### config.mk
export PLATFORM = sky130hd
export DESIGN_NAME = pixel_ram_arbiter
export DESIGN_NICKNAME = d
export VERILOG_FILES = /design/src/rtl/pixel_ram_arbiter.sv
export SDC_FILE = /design/constraint.sdc
export NUM_CORES = 1
export LEC_CHECK = 0
export CAP_MARGIN = 20
export CORE_MARGIN = 10
export CORE_UTILIZATION = 46
export CTS_BUF_LIST = sky130_fd_sc_hd__clkbuf_8
export DETAILED_ROUTE_END_ITERATION = 8
export PLACE_DENSITY_LB_ADDON = 0.1
export SYNTH_ARGS = -nofsm -noshare
export SYNTH_HDL_FRONTEND = slang
export SYNTH_SLANG_ARGS = --single-unit
### constraint.sdc
create_clock -name clk -period 3.5 [get_ports clk]
set_input_delay 0.35 -clock clk [delete_from_list [all_inputs] [get_ports clk]]
set_output_delay 0.35 -clock clk [all_outputs]
set_load 0.05 [all_outputs]
### src/rtl/pixel_ram_arbiter.sv
// rtl/pixel_ram_arbiter.sv - display/host arbiter for the pixel-RAM command FIFO with in-order read tag routing
// Optional macro STARVATION_GUARD_EN: forces a host grant after MAX_WAIT denied cycles.
module pixel_ram_arbiter #(
  parameter int ADDRESS_WIDTH = 25,
  parameter int TAG_DEPTH     = 16,
  parameter int MAX_WAIT      = 8
) (
  input  logic                         clk,
  input  logic                         reset,
  input  logic                         disp_req,
  input  logic [ADDRESS_WIDTH-1:0]     disp_address,
  output logic                         disp_gnt,
  output logic [7:0]                   disp_data,
  output logic                         disp_data_ready,
  input  logic                         host_req,
  input  logic                         host_wr,
  input  logic [ADDRESS_WIDTH-1:0]     host_address,
  input  logic [7:0]                   host_data_in,
  output logic                         host_gnt,
  output logic [7:0]                   host_data,
  output logic                         host_data_ready,
  output logic [ADDRESS_WIDTH-1:0]     address_fifo,
  output logic                         wr_fifo,
  output logic [7:0]                   data_out_fifo,
  output logic                         data_out_ready_fifo,
  input  logic                         fifo_full,
  input  logic [7:0]                   data_in_fifo,
  input  logic                         data_in_ready_fifo,
  output logic [$clog2(TAG_DEPTH):0]   outstanding,
  output logic                         rsp_error
);

  localparam int PW = $clog2(TAG_DEPTH);
  localparam int CW = PW + 1;
  localparam logic [CW-1:0] TAG_FULL = CW'(TAG_DEPTH);

  logic [TAG_DEPTH-1:0] tag_mem;
  logic [PW-1:0]        wr_ptr;
  logic [PW-1:0]        rd_ptr;
  logic                 room;
  logic                 disp_elig;
  logic                 host_elig;
  logic                 host_pri;
  logic                 push;
  logic                 pop;

  // Eligibility uses the pre-edge count, so a same-cycle pop never frees a slot early.
  assign room      = outstanding < TAG_FULL;
  assign disp_elig = disp_req & ~fifo_full & room;
  assign host_elig = host_req & ~fifo_full & (host_wr | room);

`ifdef STARVATION_GUARD_EN
  localparam int WW = $clog2(MAX_WAIT + 1);
  localparam logic [WW-1:0] WAIT_SAT = WW'(MAX_WAIT);

  logic [WW-1:0] wait_cnt;

  always_ff @(posedge clk or posedge reset) begin
    if (reset) begin
      wait_cnt <= '0;
    end else if (!host_req || host_gnt) begin
      wait_cnt <= '0;
    end else if (wait_cnt != WAIT_SAT) begin
      wait_cnt <= wait_cnt + WW'(1);
    end
  end

  assign host_pri = (wait_cnt == WAIT_SAT);
`else
  logic [31:0] unused_max_wait;
  assign unused_max_wait = 32'(MAX_WAIT);
  assign host_pri        = 1'b0;
`endif

  always_comb begin
    disp_gnt = 1'b0;
    host_gnt = 1'b0;
    if (host_pri && host_elig) begin
      host_gnt = 1'b1;
    end else if (disp_elig) begin
      disp_gnt = 1'b1;
    end else begin
      host_gnt = host_elig;
    end
  end

  assign push = disp_gnt | (host_gnt & ~host_wr);
  assign pop  = data_in_ready_fifo & (outstanding != '0);

  // Tag storage needs no reset: the pointers define which entries are live.
  always_ff @(posedge clk) begin
    if (push) begin
      tag_mem[wr_ptr] <= host_gnt;
    end
  end

  always_ff @(posedge clk or posedge reset) begin
    if (reset) begin
      address_fifo        <= '0;
      wr_fifo             <= 1'b0;
      data_out_fifo       <= '0;
      data_out_ready_fifo <= 1'b0;
      disp_data           <= '0;
      disp_data_ready     <= 1'b0;
      host_data           <= '0;
      host_data_ready     <= 1'b0;
      wr_ptr              <= '0;
      rd_ptr              <= '0;
      outstanding         <= '0;
      rsp_error           <= 1'b0;
    end else begin
      data_out_ready_fifo <= disp_gnt | host_gnt;
      disp_data_ready     <= 1'b0;
      host_data_ready     <= 1'b0;

      if (disp_gnt) begin
        address_fifo  <= disp_address;
        wr_fifo       <= 1'b0;
        data_out_fifo <= '0;
      end else if (host_gnt) begin
        address_fifo  <= host_address;
        wr_fifo       <= host_wr;
        data_out_fifo <= host_data_in;
      end

      if (push) begin
        wr_ptr <= wr_ptr + PW'(1);
      end

      if (pop) begin
        rd_ptr <= rd_ptr + PW'(1);
        if (tag_mem[rd_ptr]) begin
          host_data       <= data_in_fifo;
          host_data_ready <= 1'b1;
        end else begin
          disp_data       <= data_in_fifo;
          disp_data_ready <= 1'b1;
        end
      end else if (data_in_ready_fifo) begin
        rsp_error <= 1'b1;
      end

      if (push && !pop) begin
        outstanding <= outstanding + CW'(1);
      end else if (pop && !push) begin
        outstanding <= outstanding - CW'(1);
      end
    end
  end

endmodule

==> run metrics, run 1 <==
startpoint class of the critical path=flip-flop; P per Cell Area=970.2 nW/um^2; CTS tree=done; Die X=109.5 um; dominant cell type by area after synthesis=dfrtp_1; Final WS setup=518.7 ps; data arrival time of the worst path=3210 ps; WP data required=3730 ps; layout cells sized above 1=11.04%; delay-heaviest family, CP=simple AND/OR/NAND/NOR gates; Mean Syn Cell Area=11.78 sq um; Slew Limit Fails=0; core area=7767 sq um; CTS sink cnt=83; PostCTS Resize Cnt=0; initial DRC count=159; Worst Tran Pin Value=566.9 ps; WS Path Type=flip-flop to flip-flop; number of fill cells=594; Port Buffers=133; post-synth top area share=45.49%; worst r2r dst=outstanding[4]; largest cells by area after synthesis=dfrtp_1 (45%), edfxtp_1 (13%), mux2i_1 (7.9%); Worst-path clk slew=90 ps; Max-Cap Viols=0; largest family of logic cells by synthesized area=multiplexers; Initial Utilization=47.45%; final count of hold timing violations=0; H-tree levels=3; Reg2Reg Launch Point=outstanding[0]; post-synthesis mux area share=14.29%; DP Wirelength=7.387 mm; Clock Skew=10.20 ps; crit path cell chain=or4_1, nor2_1, nor2b_1, inv_2, ha_1, inv_1, fa_1, a21o_1, a21oi_1, xnor2_1, nor2_1, xor2_1; number of buffers created by CTS=9; CP max stage cell=or4_1; Setup-failing EPs final=0; WL final=9.698 mm; Ports=134; GR Overflow Total=0; Hold WS=346.5 ps; via count=2,782; min Tclk post-route=2981 ps; Synth Area in Compound Gates=7.468%; Worst setup startpoint=outstanding[0]; initial antenna violation count=0; Residual DRC=0; post-synthesis adder-cell area fraction=3.598%; DR WL/cell=17.47 um; Die Area=11,990 sq um; pre-CTS setup slack=559.0 ps; Site Rows=32; Hold Path Class=primary input to async pin; synthesis-to-finish area growth=44.70%; Peak Freq=0.3354 GHz; deepest clock path buffer count=2; die height=109.5 um; critical path endpoint category=flip-flop; r2r setup slk=520 ps; Cell Area, Synth=3686 sq um; drt via density=5.013; register area share after synthesis=58.52%; # diodes=0; All-Layer GR Usage=16.28%; CP max stage delay=550 ps; Final nets=531; Yosys warnings=0; Tcrit/Tclk final=85.18%; RSZ-0062 raised after global routing=no; area occupied by multi-input gates=1429 sq um; post-CTS setup buffers=0; Worst Path Buf+Inv=2; Final Util=68.67%; Simple-Gate Fraction of Synth Area=10.66%; Synth Area in XOR/XNOR=2.614%; Worst R2R Path Depth=12; GP Congestion=0.7754; relative slew slack=62.20%; Gate Count Post-Synth=313; clk_lat worst skew=340 ps; Peak VDD IR=0.6202 mV; setup TNS=0 ps; outcome=completed; Yosys reg bits=83; Crit path top cell by count=nor2_1; pin count of the biggest net entering global routing=43; Root Driver=clkbuf_8; first-pass GRT wire length=15.11 mm; Hold-fix buffers, CTS=0; Initial DRT Pass Iterations=4; total nets after synthesis=396; leakage power=0.002194 uW; number of global-route vias before repair=2,967; peak fanout along the critical path=5; Synth cell types=36; register area=2157 sq um; antenna viol nets, final=0
-- through the flow --
step	area, sq um	total power, uW	cells
after floorplan	3686	3547	313
after global placement	5134	4484	538
after detailed placement	5134	4541	538
after CTS	5326	5236	554
after global routing	5334	5472	555
final	5334	5175	555
-- how the worst max path moves through the flow --
stage	end	slack [ps]	cells past startpoint
finish	outstanding[4]	520	12
global placement	outstanding[4]	600	12
CTS	outstanding[4]	530	12
detailed placement	outstanding[4]	560	12
floorplan	outstanding[4]	530	12
global route	outstanding[4]	310	12
-- cell usage in the layout, fill, tap and decap left out, drive strengths merged, types with 3 or more instances in the layout --
master,netlist,final
mux2,17,17
inv,9,13
xnor2,9,9
a21oi,12,12
o21ai,30,30
a21o,3,3
edfxtp,16,16
clkbuf,13,10
dfrtp,67,67
clkdlybuf4s50,0,132
nand2,54,54
nor2,18,18
nor3,5,5
buf,3,8
ha,9,9
mux2i,29,29
-- per-layer routing --
| layer | up-vias | track usage, % | routed length [um] |
|---|---|---|---|
| met1 | 1331 | 18.57 | 3826 |
| met3 | 9 | 8.543 | 1107 |
| met2 | 101 | 26.53 | 4674 |
| met5 | - | 0 | 0 |
| met4 | 0 | 3.996 | 91 |
| li1 | 1341 | - | - |
-- Yosys cell counts, drive strengths merged --
cell / n
edfxtp: 16
a221oi: 2
nor3: 5
nand2b: 2
mux4: 2
fa: 1
a21oi: 12
o21ai: 30
nand4: 2
nand2: 54
buf: 3
nor2b: 2
mux2: 17
clkbuf: 13
dfrtp: 67
ha: 9
or2: 1
a21o: 3
mux2i: 29
nand3: 1
xnor2: 9
xor2: 2
nand3b: 1
or4: 1
nor3b: 1
nor2: 18
and3b: 1
inv: 9
-- registers in the layout (all words and copies together) (netlist names) --
name	cells
address_fifo	25
tag_mem	16
data_out_fifo	8
disp_data	8
host_data	8
outstanding	5
rd_ptr	4
wr_ptr	4
data_out_ready_fifo	1
disp_data_ready	1
host_data_ready	1
rsp_error	1
wr_fifo	1
-- power by group --
group,total [uW],switching (uW),internal [uW]
logic,2850,1790,1060
registers,1650,287,1360
clock network,680,336,344
-- area by class of cell --
type / instances / area share (%)
timing repair buffer: 140 / 26.13
sequential: 83 / 40.44
inverter: 9 / 0.6334
tap: 102 / 2.393
clock inverter: 6 / 1.032
multi-input combinational: 205 / 26.79
clock buffer: 10 / 2.580
-- logic make-up (layout without fill, tap and decap cells) --
group / Yosys count / count (layout)
mux: 48 / 48
xor+xnor: 11 / 11
flops: 83 / 83
simple gates: 89 / 89
buf+inv: 25 / 165
fa+ha+maj: 10 / 10
compound gates: 47 / 47
Note: power is estimated with default switching activity, not from simulation.
==> inputs of run 2 (changes only) <==
Settings changed: ABC_AREA set to 1, CORE_ASPECT_RATIO set to 0.6, CORE_MARGIN 10 to unset, CORE_UTILIZATION 46 to 47.
==> run 2 against run 1 <==
Effect of this change: clock power decreased by 17%; final cell count increased by 17%; die area decreased by 28%; synthesized cell count increased by 28%; routed wire length increased by 1.3%; sequential cell count unchanged; non-clock buffer count decreased by 4; critical endpoint unchanged; largest power group unchanged.
==> run metrics, run 2 <==
Post-synth EDFFs=16 (unchanged); Synth cell types=40 (was 36); first-pass GRT wire length=16.21 mm (was 15.11 mm); number of buffers created by CTS=9 (unchanged); GR Overflow Total=0 (unchanged); CP max stage delay=550 ps (about the same); # diodes=0 (unchanged); final count of hold timing violations=0 (unchanged); Peak Freq=0.3493 GHz (was 0.3354 GHz); r2r setup slk=730 ps (was 520 ps); worst r2r dst=outstanding[4] (unchanged); Slew Limit Fails=0 (unchanged); Site Rows=25 (was 32); post-route cell area=5461 sq um (was 5334 sq um); initial DRC count=219 (was 159); Hold WS=473.2 ps (was 346.5 ps); initial antenna violation count=0 (unchanged); Ports=134 (unchanged); Port Buffers=133 (unchanged); relative slew slack=43.41% (was 62.20%); post-CTS setup buffers=0 (unchanged); synthesis-to-finish area growth=39.99% (was 44.70%); core area=7945 sq um (was 7767 sq um); antenna viol nets, final=0 (unchanged); die height=72.57 um (was 109.5 um); Root Driver=clkbuf_8 (unchanged); DP Wirelength=7.156 mm (was 7.387 mm); data arrival time of the worst path=3140 ps (was 3210 ps); deepest clock path buffer count=2 (unchanged); peak fanout along the critical path=28 (was 5); PostCTS Resize Cnt=0 (unchanged); Cell Area, Synth=3901 sq um (was 3686 sq um); setup TNS=0 ps (unchanged); largest cells by area after synthesis=dfrtp_1 (43%), edfxtp_1 (12%), nand2_1 (6.5%) (was dfrtp_1 (45%), edfxtp_1 (13%), mux2i_1 (7.9%)); clk_lat worst skew=350 ps (was 340 ps); crit path cell chain=clkdlybuf4s50_1, nor3_4, inv_4, nand2_8, nand2_8, inv_6, ha_1, inv_1, fa_1, nand2_1, nand2_1, a21oi_1, xor2_1, nand2_1, o21ai_0 (was or4_1, nor2_1, nor2b_1, inv_2, ha_1, inv_1, fa_1, a21o_1, a21oi_1, xnor2_1, nor2_1, xor2_1); All-Layer GR Usage=24.70% (was 16.28%); most frequent cells in the layout=clkdlybuf4s50_1 (132), nand2_1 (68), dfrtp_1 (67), nor2_1 (61), nor3_1 (38) (was clkdlybuf4s50_1 (132), dfrtp_1 (67), nand2_1 (54), mux2i_1 (29), o21ai_0 (28)); WS Path Type=primary input to flip-flop (was flip-flop to flip-flop); Die Area=8681 sq um (was 11,990 sq um); WP data required=3780 ps (was 3730 ps); startpoint class of the critical path=primary input (was flip-flop); leakage power=0.002413 uW (was 0.002194 uW); number of fill cells=676 (was 594); Setup-failing EPs final=0 (unchanged); Top reg by flops=address_fifo (unchanged); Reg2Reg Launch Point=outstanding[4] (was outstanding[0]); Mean Syn Cell Area=9.729 sq um (was 11.78 sq um); Initial DRT Pass Iterations=4 (unchanged); Max-Cap Viols=0 (unchanged); critical path endpoint category=flip-flop (unchanged); dominant cell type by area after synthesis=dfrtp_1 (unchanged); Worst-path clk slew=70 ps (was 90 ps); Crit path top cell by count=nand2_1 (was nor2_1); Gate Count Post-Synth=401 (was 313); max reg flops=25 (unchanged); Worst Tran Pin Value=848.9 ps (was 566.9 ps); largest registers=address_fifo x25, tag_mem x16 (unchanged); Worst Hold Launch=disp_data[2]; Die X=119.6 um (was 109.5 um); Async SR Flop Fraction=80.72% (unchanged); pin count of the biggest net entering global routing=68 (was 43); Hold Path Class=flip-flop to flip-flop (was primary input to async pin); P per Cell Area=924.7 nW/um^2 (was 970.2 nW/um^2); Residual DRC=0 (unchanged); post-synth top area share=42.98% (was 45.49%); GP Congestion=0.9046 (was 0.7754); outcome=completed (unchanged); CTS sink cnt=83 (unchanged); total nets after synthesis=484 (was 396); Stages on worst setup path=15 (was 12); Yosys warnings=0 (unchanged); top_reg_cell synth=dfrtp_1 (unchanged); pre-CTS setup slack=290.3 ps (was 559.0 ps); dpl cell area=5309 sq um (was 5134 sq um); Final WS setup=637.0 ps (was 518.7 ps); Worst Path Buf+Inv=4 (was 2); Worst R2R Path Depth=16 (was 12); hold endpoint=disp_data[2]; Peak VDD IR=0.4421 mV (was 0.6202 mV); Hold Path Stages=2; Initial Utilization=49.10% (was 47.45%); CTS tree=done (unchanged); Hold-fix buffers, CTS=0 (unchanged); RSZ-0062 raised after global routing=no (unchanged); most common cell after layout, fill and taps aside=clkdlybuf4s50_1 (unchanged); Final nets=619 (was 531); delay-heaviest family, CP=buffers and inverters (was simple AND/OR/NAND/NOR gates); Tcrit/Tclk final=81.80% (was 85.18%); WL final=9.827 mm (was 9.698 mm); drt via density=5.034 (was 5.013); DR WL/cell=15.14 um (was 17.47 um); number of global-route vias before repair=3,283 (was 2,967); min Tclk post-route=2863 ps (was 2981 ps); Final Util=68.74% (was 68.67%); CP max stage cell=clkdlybuf4s50_1 (was or4_1); top-count cell post-synth=nand2_1 (was dfrtp_1); commonest cells in the netlist=nand2_1 (68), dfrtp_1 (67), nor2_1 (61), nor3_1 (38), inv_1 (34) (was dfrtp_1 (67), nand2_1 (54), mux2i_1 (29), o21ai_0 (28), nor2_1 (18)); Yosys reg bits=83 (unchanged); register area share after synthesis=55.29% (was 58.52%); via count=3,267 (was 2,782); H-tree levels=3 (unchanged); layout cells sized above 1=8.503% (was 11.04%); Clock Skew=7.283 ps (was 10.20 ps)
-- run 2: changes by cell type in the layout (fill, tap and decap cells not counted), sizes merged, moves of 24 or more --
cell   before  now
mux2i      29    0
nor2       18   65
o21ai      30    5
nand3       1   25
nor3        5   44
inv        13   42
-- run 2: cell families after synthesis --
kind of cell             count (synthesis)  share of synthesized area, %
buffers and inverters                   51                         6.221
AND/OR/NAND/NOR                        221                         28.35
adder cells (fa/ha/maj)                 10                         3.400
XOR/XNOR                                 9                         2.021
AO/OA/AOI/OAI                           27                         4.715
flip-flops                              83                         55.29
-- run 2: worst max path at each step --
stage                              start        endpoint  slack [ps]
final                          fifo_full  outstanding[4]         640
after global routing           fifo_full  outstanding[4]         450
after CTS                      fifo_full  outstanding[4]         670
after detailed placement       fifo_full  outstanding[4]         290
after global placement         fifo_full  outstanding[4]         390
after floorplan           outstanding[4]  outstanding[4]         930
-- run 2: worst register-to-register path, delay by kind of cell (launching register included) --
family	cells	cell delay (ps)
simple gates	7	780
buf+inv	4	490
compound gates	2	240
flops	1	430
fa+ha+maj	2	590
xor+xnor	1	160
-- run 2: power breakdown --
part | switching (uW) | internal [uW]
Clock | 324 | 243
Sequential | 282 | 1340
Combinational | 1920 | 951
-- run 2: area by class of cell --
cell class / count / area, sq um / share of cell area, %
Clock buffer: 9 / 123.9 / 2.268
Timing Repair Buffer: 136 / 1351 / 24.74
Tap cell: 108 / 135.1 / 2.474
Multi-Input combinational cell: 267 / 1501 / 27.49
Clock inverter: 7 / 28.78 / 0.5269
Sequential cell: 83 / 2157 / 39.50
Inverter: 39 / 163.9 / 3.001
-- run 2: layer usage --
| metal | wire [um] | track usage, % |
|---|---|---|
| met2 | 4423 | 36.99 |
| met4 | 68 | 6.667 |
| met3 | 844 | 11.41 |
| met5 | 0 | 0 |
| met1 | 4491 | 32.49 |
-- run 2: through the flow --
stage          total power, uW  std cells
2_1_floorplan             3566        401
3_3_place_gp              4447        633
3_5_place_dp              4496        633
4_1_cts                   5090        649
5_1_grt                   5365        649
6_report                  5050        649
==> inputs of run 3 (changes only) <==
Settings changed: CORE_UTILIZATION 47 to 42.
Clock period 3.5 ns to 2.51 ns, I/O delays scaled along.
==> run 3 against run 2 <==
Effect of this change: first-iteration DRC count decreased by 23%; sequential cell count did not move; global-route usage shrank 2.1 points; register-to-register slack got worse by 480 ps; final cell count increased by 2.6%; sequential power up 39%; largest cell class unchanged; combinational power is 42% higher; largest power group unchanged; via count up 1.8%; sequential share of layout area is 0.98 points lower; hold slack got worse by 180 ps; clock-buffer cell count up 2; critical endpoint is now host_gnt; power is 43% higher.
==> run metrics, run 3 (synthesized netlist as in run 2, its figures left out) <==
outcome=completed (unchanged); number of fill cells=733 (was 676); Die Area=9691 sq um (was 8681 sq um); drt via density=4.995 (was 5.034); max reg flops=25 (unchanged); Final Util=64.04% (was 68.74%); data arrival time of the worst path=2030 ps (was 3140 ps); die height=76.66 um (was 72.57 um); # diodes=0 (unchanged); Hold-fix buffers, CTS=0 (unchanged); Slew Limit Fails=0 (unchanged); CTS sink cnt=83 (unchanged); Initial Utilization=44.58% (was 49.10%); Residual DRC=0 (unchanged); layout cells sized above 1=12.09% (was 8.503%); pin count of the biggest net entering global routing=41 (was 68); All-Layer GR Usage=22.62% (was 24.70%); final count of hold timing violations=0 (unchanged); H-tree levels=3 (unchanged); min Tclk post-route=2280 ps; first-pass GRT wire length=16.81 mm (was 16.21 mm); relative slew slack=61.89% (was 43.41%); CTS tree=done (unchanged); Initial DRT Pass Iterations=4 (unchanged); Die X=126.4 um (was 119.6 um); GP Congestion=0.8647 (was 0.9046); via count=3,327 (was 3,267); Sw Ratio=49.36% (was 49.92%); leakage power=0.002484 uW (was 0.002413 uW); most frequent cells in the layout=clkdlybuf4s50_1 (131), nand2_1 (68), dfrtp_1 (66), nor2_1 (61), nor3_1 (38) (was clkdlybuf4s50_1 (132), nand2_1 (68), dfrtp_1 (67), nor2_1 (61), nor3_1 (38)); number of buffers created by CTS=9 (unchanged); initial antenna violation count=0 (unchanged); startpoint class of the critical path=flip-flop (was primary input); Hold Path Class=primary input to async pin (was flip-flop to flip-flop); Tcrit/Tclk final=90.83%; Top reg by flops=address_fifo (unchanged); DP Wirelength=7.674 mm (was 7.156 mm); Pint=3645 uW (was 2529 uW); Worst-path clk slew=90 ps (was 70 ps); largest registers=address_fifo x25, tag_mem x16 (unchanged); synthesis-to-finish area growth=43.65% (was 39.99%); antenna viol nets, final=0 (unchanged); Worst Tran Pin Value=569.9 ps (was 848.9 ps); Peak VDD IR=0.6312 mV (was 0.4421 mV); most common cell after layout, fill and taps aside=clkdlybuf4s50_1 (unchanged); Peak Freq=0.4386 GHz; core area=8751 sq um (was 7945 sq um); critical path endpoint category=output port (was flip-flop); Setup-failing EPs final=0 (unchanged); clock power share=12.1% (was 11.2%); RSZ-0062 raised after global routing=no (unchanged); r2r setup slk=250 ps (was 730 ps); Max-Cap Viols=0 (unchanged); Clock Skew=10.36 ps (was 7.283 ps); net switching power of the design=3553 uW (was 2521 uW); Final nets=632 (was 619); number of global-route vias before repair=3,317 (was 3,283); Sequential Power Share=31.3% (was 32.0%); WP data required=2260 ps (was 3780 ps); Port Buffers=133 (unchanged); initial DRC count=168 (was 219); WL final=10.17 mm (was 9.827 mm); DR WL/cell=15.27 um (was 15.14 um); Comb power frac=56.6% (was 56.8%); Site Rows=26 (was 25); P per Cell Area=1284 nW/um^2 (was 924.7 nW/um^2); Ports=134 (unchanged); peak fanout along the critical path=26 (was 28); deepest clock path buffer count=2 (unchanged); clk_lat worst skew=350 ps (about the same); total power draw=7198 uW (was 5050 uW); Root Driver=clkbuf_8 (unchanged); WS Path Type=flip-flop to output port (was primary input to flip-flop); GR Overflow Total=0 (unchanged)
-- run 3: changes by cell type in the layout (fill, tap and decap cells not counted), sizes merged --
cell           before  now
buf                 4   18
inv                42   41
clkbuf              9   11
clkdlybuf4s50     132  131
clkinvlp            0    1
clkinv              4    2
-- run 3: area by class of cell --
class                           instances  area (sq um)  share of cell area, %
Clock buffer                           11         151.4                  2.701
Multi-Input combinational cell        267          1504                  26.84
Sequential cell                        83          2158                  38.51
Clock inverter                          5         27.53                 0.4912
Inverter                               39         163.9                  2.925
Timing Repair Buffer                  149          1459                  26.03
Tap cell                              112         140.1                  2.501
-- run 3: power by group through the flow --
stage | combinational [uW] | sequential [uW] | clock [uW]
floorplan | 1400 | 3570 | 0
global placement | 4010 | 2260 | 0
detailed placement | 4080 | 2260 | 0
CTS | 4090 | 2250 | 904
global route | 4370 | 2320 | 956
finish | 4070 | 2250 | 872
-- run 3: metal layers --
metal  share of wire, %  vias to the layer above  wire (um)  track usage [%]
li1                   -                     1625          -                -
met3                8.4                        8        853            7.676
met5                  0                        -          0                0
met2                 42                      102       4306            32.38
met4               0.69                        0         70            6.265
met1                 49                     1592       4942            32.48
-- run 3: worst paths after layout --
path / from / to / cells past startpoint
min: reset / address_fifo[5] / 3
max: outstanding[4] / host_gnt / 7
min reg2reg: rsp_error / rsp_error / 1
max reg2reg: outstanding[4] / outstanding[4] / 16
max in group asynchronous: reset / outstanding[4] / 3
min in group clk: rsp_error / rsp_error / 1
-- run 3: repair_timing --
action                     CTS  global route
resized for setup            0             2
setup endpoints to repair    0             1
buffers inserted             0             1
-- run 3: worst max-delay path, stage by stage, from the launching register on --
cell	delay, ps
dfrtp_2	440
inv_2	90
nor2_2	50
nor3_4	210
inv_4	70
buf_4	230
nor2_2	380
buf_12	200
-- run 3: stage by stage --
| step | TNS [ps] | hold WS (ps) | instance area [sq um] | cells | setup slack, ps |
|---|---|---|---|---|---|
| 2_1_floorplan | 0 | 386.2 | 3902 | 401 | 51.27 |
| 3_3_place_gp | -71.84 | 459.7 | 5415 | 649 | -71.84 |
| 3_5_place_dp | -233.6 | 461.4 | 5415 | 649 | -152.9 |
| 4_1_cts | 0 | 289.5 | 5594 | 665 | 168.3 |
| 5_1_grt | 0 | 321.5 | 5604 | 666 | 15.29 |
| 6_report | 0 | 295.5 | 5604 | 666 | 230.2 |
